--- config.mk ---
export PLATFORM = sky130hd
export DESIGN_NAME = regbus_arbiter
export DESIGN_NICKNAME = d
export VERILOG_FILES = /design/src/rtl/regbus_arbiter.sv
export SDC_FILE = /design/constraint.sdc
export NUM_CORES = 1
export LEC_CHECK = 0
export CAP_MARGIN = 20
export CORE_ASPECT_RATIO = 0.7
export CORE_MARGIN = 1.5
export CORE_UTILIZATION = 31
export CTS_BUF_LIST = sky130_fd_sc_hd__clkbuf_2
export DETAILED_ROUTE_END_ITERATION = 10
export GPL_TIMING_DRIVEN = 0
export PLACE_DENSITY_LB_ADDON = 0.1
export SYNTH_ARGS = -nofsm -noshare
export SYNTH_HDL_FRONTEND = slang
export SYNTH_SLANG_ARGS = --single-unit
--- constraint.sdc ---
create_clock -name i_clk -period 3 [get_ports i_clk]
set_input_delay 0.6 -clock i_clk [delete_from_list [all_inputs] [get_ports i_clk]]
set_output_delay 0.6 -clock i_clk [all_outputs]
set_load 0.02 [all_outputs]
--- src/rtl/regbus_arbiter.sv ---
// regbus_arbiter
//   Shares one register-file port between NREQ requesters with round-robin
//   arbitration. One transaction is in flight at a time and walks through
//   IDLE -> ISSUE -> CAPTURE -> IDLE; the owner gets a one-cycle response
//   pulse carrying the register value seen before any write (read-before-write).
//   Optional feature: define REGBUS_ARB_LOCK_EN to add i_req_lock, which lets
//   an owner keep exclusive access across several transactions.
module regbus_arbiter #(
  parameter int NREQ  = 2,
  parameter int ADDRW = 8,
  parameter int DATAW = 8
) (
  input  logic                  i_clk,
  input  logic                  i_rst,
  input  logic [NREQ-1:0]       i_req_valid,
  output logic [NREQ-1:0]       o_req_ready,
  input  logic [NREQ-1:0]       i_req_we,
  input  logic [NREQ*ADDRW-1:0] i_req_addr,
  input  logic [NREQ*DATAW-1:0] i_req_data,
`ifdef REGBUS_ARB_LOCK_EN
  input  logic [NREQ-1:0]       i_req_lock,
`endif
  output logic [NREQ-1:0]       o_rsp_valid,
  output logic [DATAW-1:0]      o_rsp_data,
  output logic                  o_busy,
  output logic                  o_reg_we,
  output logic [ADDRW-1:0]      o_reg_addr,
  output logic [DATAW-1:0]      o_reg_data,
  input  logic [DATAW-1:0]      i_reg_data
);

  localparam int IDXW = (NREQ > 1) ? $clog2(NREQ) : 1;
  localparam logic [IDXW-1:0] LAST_RST = IDXW'(NREQ - 1);
  localparam logic [NREQ-1:0] ONE_HOT0 = NREQ'(1);

  typedef enum logic [1:0] {
    IDLE    = 2'd0,
    ISSUE   = 2'd1,
    CAPTURE = 2'd2
  } state_t;

  state_t            state_r;
  state_t            state_next_s;
  logic [IDXW-1:0]   last_r;
  logic [IDXW-1:0]   owner_r;
  logic              we_r;
  logic [ADDRW-1:0]  addr_r;
  logic [DATAW-1:0]  data_r;
  logic [NREQ-1:0]   rsp_valid_r;
  logic [DATAW-1:0]  rsp_data_r;
  logic [NREQ-1:0]   cand_s;
  logic [NREQ-1:0]   grant_s;
  logic [IDXW-1:0]   winner_s;
  logic              accept_s;

`ifdef REGBUS_ARB_LOCK_EN
  logic              lock_active_r;
  logic [IDXW-1:0]   lock_owner_r;
`endif

  // Round-robin pick among eligible requesters, starting one past the last owner
  always_comb begin
    logic [IDXW-1:0] idx;
    logic            found;
    logic            hit;
`ifdef REGBUS_ARB_LOCK_EN
    if (lock_active_r) begin
      cand_s = i_req_valid & (ONE_HOT0 << lock_owner_r);
    end else begin
      cand_s = i_req_valid;
    end
`else
    cand_s = i_req_valid;
`endif
    grant_s  = '0;
    winner_s = last_r;
    found    = 1'b0;
    idx      = '0;
    hit      = 1'b0;
    for (int k = 1; k <= NREQ; k++) begin
      idx          = IDXW'((int'(last_r) + k) % NREQ);
      hit          = !found && cand_s[idx];
      grant_s[idx] = hit;
      winner_s     = hit ? idx : winner_s;
      found        = found | hit;
    end
  end

  // Ready is offered only in IDLE and never while reset is applied
  always_comb begin
    o_req_ready = '0;
    if ((state_r == IDLE) && !i_rst) begin
      o_req_ready = grant_s;
    end else begin
      o_req_ready = '0;
    end
  end

  assign accept_s = |o_req_ready;

  // Next-state logic: leave IDLE on accept, then a fixed two-step sequence
  always_comb begin
    state_next_s = state_r;
    case (state_r)
      IDLE: begin
        if (accept_s) begin
          state_next_s = ISSUE;
        end else begin
          state_next_s = IDLE;
        end
      end
      ISSUE:   state_next_s = CAPTURE;
      CAPTURE: state_next_s = IDLE;
      default: state_next_s = IDLE;
    endcase
  end

  // FSM state register
  always_ff @(posedge i_clk) begin
    if (i_rst) begin
      state_r <= IDLE;
    end else begin
      state_r <= state_next_s;
    end
  end

  // Transaction latch, round-robin pointer and response register
  always_ff @(posedge i_clk) begin
    if (i_rst) begin
      last_r      <= LAST_RST;
      owner_r     <= '0;
      we_r        <= 1'b0;
      addr_r      <= '0;
      data_r      <= '0;
      rsp_valid_r <= '0;
      rsp_data_r  <= '0;
    end else begin
      if (accept_s) begin
        owner_r <= winner_s;
        last_r  <= winner_s;
        we_r    <= i_req_we[winner_s];
        addr_r  <= i_req_addr[winner_s*ADDRW +: ADDRW];
        data_r  <= i_req_data[winner_s*DATAW +: DATAW];
      end
      if (state_r == CAPTURE) begin
        rsp_valid_r <= ONE_HOT0 << owner_r;
        rsp_data_r  <= i_reg_data;
      end else begin
        rsp_valid_r <= '0;
      end
    end
  end

`ifdef REGBUS_ARB_LOCK_EN
  // Lock tracking: an accepted lock=1 request pins arbitration to its owner
  always_ff @(posedge i_clk) begin
    if (i_rst) begin
      lock_active_r <= 1'b0;
      lock_owner_r  <= '0;
    end else if (accept_s) begin
      lock_active_r <= i_req_lock[winner_s];
      lock_owner_r  <= winner_s;
    end
  end
`endif

  // The write strobe is cut by reset in the same cycle so a dropped write never lands
  assign o_reg_we    = (state_r == ISSUE) & we_r & ~i_rst;
  assign o_reg_addr  = addr_r;
  assign o_reg_data  = data_r;
  assign o_rsp_valid = rsp_valid_r;
  assign o_rsp_data  = rsp_data_r;
  assign o_busy      = (state_r != IDLE);

endmodule
==> results.json <==
{
  "status": "finished clean",
  "drv_cap": 0,
  "routedWlPerCell_um": 14.19,
  "clock-sinks": 31,
  "synthArstFlopShare_pct": 0,
  "syn_area_per_cell_um2": 8.805,
  "rows": 20,
  "fin_ws_ns": 0.2480,
  "synth_seq_cells": 31,
  "num_io_pins": 76,
  "drtAntennaViolNets": 0,
  "synth_commonest_cells": "31 x dfxtp_1, 26 x a21oi_1, 18 x nand2_1",
  "irDropWorstVdd_v": 0.0002060,
  "hold_class": "reg2reg",
  "numCtsBuffers": 5,
  "die-width_um": 84.08,
  "worstMarginPinSlew_ns": 0.6696,
  "hold_viol": 0,
  "yosysTopAreaCell": "dfxtp_1",
  "cpPeakStageDelay_ns": 0.62,
  "route.met2.wl_mm": 1.859,
  "antenna_found_initial": 0,
  "port_buffers": 75,
  "cts_buffer_depth": 2,
  "instances_no_fill": 301,
  "crit_family": "buffers and inverters",
  "crit_buf_inv": 2,
  "diodes": 0,
  "ys_seq_area_share_pct": 43.51,
  "worstSkewPairLatency_ns": 0.35,
  "path_cells": "clkdlybuf4s50_1 -> nor3_4 -> nand2_1 -> a21oi_1 -> clkdlybuf4s50_1",
  "p_per_area_mw_per_mm2": 416.4,
  "drt_iter0_drc": 50,
  "cp_data_required_time_ns": 2.40,
  "syn_inst": 162,
  "grt_max_degree": 11,
  "slew_violations": 0,
  "path_common_cell": "clkdlybuf4s50_1",
  "synth.top_cell.area_share_pct": 43.51,
  "h-tree-depth": 2,
  "drc": 0,
  "cp-end-kind": "primary output",
  "holdBufCountCts": 0,
  "hpwl_mm": 3.103,
  "tns_ns": 0,
  "wirelength_mm": 4.272,
  "worstSetupPathType": "in2out",
  "area_growth_syn_to_layout_pct": 60.53,
  "cts.clk_slew.worst_paths_ns": 0.16,
  "filler_cell_count": 430,
  "m1WireLength_mm": 2.048,
  "setup_viol": 0,
  "cts_root_buf": "clkbuf_2",
  "synthFlopType": "dfxtp_1",
  "nets": 291,
  "postLayoutCellArea_mm2": 0.002290,
  "gp_congestion": 0.7582,
  "critPathLaunchType": "input pin",
  "coreArea_mm2": 0.004379,
  "initial_utilization_pct": 32.57,
  "fmax_mhz": 363.4,
  "yosys-top-cells-area": "dfxtp_1 44%, a311oi_2 9.5%, a21oi_1 9.1%, nand3_1 6.0%, o21ai_0 6.0%",
  "dp.cells": 292,
  "grt_pass1_vias": 1339,
  "drt_first_pass_iters": 4,
  "slew_headroom_pct": 55.36,
  "dieArea_mm2": 0.005023,
  "placed_area_mm2": 0.002246,
  "cts_tree": "done",
  "synth_edf_count": 0,
  "syn_area_mm2": 0.001426,
  "gr-usage-all-layers_pct": 17.43,
  "rsz0062_at_grt": "no",
  "syn_nets": 208,
  "worstPathMaxFanout": 4,
  "num_vias": 1487,
  "min_period_over_period_pct": 91.73,
  "p_leak_nw": 0.8084,
  "worstPathArrival_ns": 2.15,
  "synth_most_common_cell": "dfxtp_1",
  "avgViaCountPerCell": 4.940,
  "top_layer": "met4",
  "drive_gt1_share_pct": 12.20,
  "fin_skew_ns": 0.01433,
  "period_needed_ns": 2.752,
  "p_total_w": 0.0009533,
  "cp_slowest_cell": "clkdlybuf4s50_1",
  "grt_pass1_wl_mm": 6.782,
  "die_y_um": 59.75,
  "yosysWarnings": 0,
  "wl_met3_um": 321,
  "dp_slack_ns": -0.03439,
  "gr-total-overflow": 0,
  "ys_types": 27
}
## tightest hold or removal path: stages (launching register included)
cell and delay [ns]:
dfxtp_1 0.34, nand2_1 0.05, a21oi_1 0.05
## metrics by stage
| step | utilization (%) | hold WS, ns |
|---|---|---|
| 3_3_place_gp | 51.29 | 0.4379 |
| 3_5_place_dp | 51.29 | 0.4429 |
| 6_report | 52.29 | 0.4630 |
| 5_1_grt | 52.29 | 0.4883 |
| 4_1_cts | 52.29 | 0.4657 |
| 2_1_floorplan | - | 0.4170 |
## state kept, by name, summed over array words and instances, names as in the netlist
register	flops
last_r	1
o_rsp_data	8
o_reg_addr	8
we_r	1
o_rsp_valid	2
owner_r	1
state_r	2
o_reg_data	8
## layout make-up
cell class | instances | area [um2] | area share, %
timing repair buffer | 76 | 757.0 | 33.06
buffer | 16 | 98.84 | 4.317
multi-input combinational | 113 | 699.4 | 30.55
sequential | 31 | 620.6 | 27.10
tap | 55 | 68.82 | 3.005
clock inverter | 2 | 7.507 | 0.3279
clock buffer | 6 | 30.03 | 1.311
inverter | 2 | 7.507 | 0.3279
## power by group
part / switching, W / internal [W] / leakage [nW]
clock network: 0.000138 / 0.0000563 / 0.0281
logic: 0.000141 / 0.000156 / 0.526
registers: 0.0000197 / 0.000443 / 0.254
total: 0.000299 / 0.000654 / 0.808
## layer usage
layer	global-route usage [%]	up-vias
met3	6.215	5
li1	-	758
met4	4.918	0
met5	0	-
met2	25.71	47
met1	24.08	677
## kinds of logic (layout without fill, tap and decap cells)
family	after synthesis	in the layout	synth area share [%]
buf+inv	18	102	7.457
compound gates	62	62	30.70
simple gates	51	51	18.33
flops	31	31	43.51
## layout by cell type, fill, tap and decap left out
cell	synthesis	final
or2_1	1	1
nand2b_1	1	1
or4b_1	1	1
dlygate4sd2_1	0	1
buf_12	1	1
nand3_1	17	17
o21ai_0	17	17
a211o_1	1	1
and2_1	2	2
buf_2	6	6
buf_4	0	1
buf_1	2	2
a21oi_1	26	26
clkinv_1	0	2
clkbuf_1	5	5
a31o_2	1	1
nor2_1	3	3
and3_1	1	1
clkbuf_2	0	6
inv_1	2	2
and2_4	1	1
nor3b_1	1	1
nor3_4	1	1
nor2b_1	1	1
a311oi_1	8	8
a311oi_2	9	9
buf_6	2	2
nor3_1	1	1
dfxtp_1	31	31
or2_2	2	2
nand2_1	18	18
clkdlybuf4s50_1	0	74
## timing repair
action,in CTS,in global routing
buffers inserted,1,0
setup endpoints to repair,2,0
gates resized for setup,1,0
## final timing paths
kind	startpoint	end	slack, ns	cells past startpoint
worst max-delay path	i_rst	o_req_ready[0]	0.25	5
worst min-delay path	o_rsp_data[5]	o_rsp_data[5]	0.46	2
worst max register to register	last_r	o_reg_addr[4]	1.25	4
worst min register to register	o_rsp_data[5]	o_rsp_data[5]	0.46	2
Power figures use the tool's default switching activity.
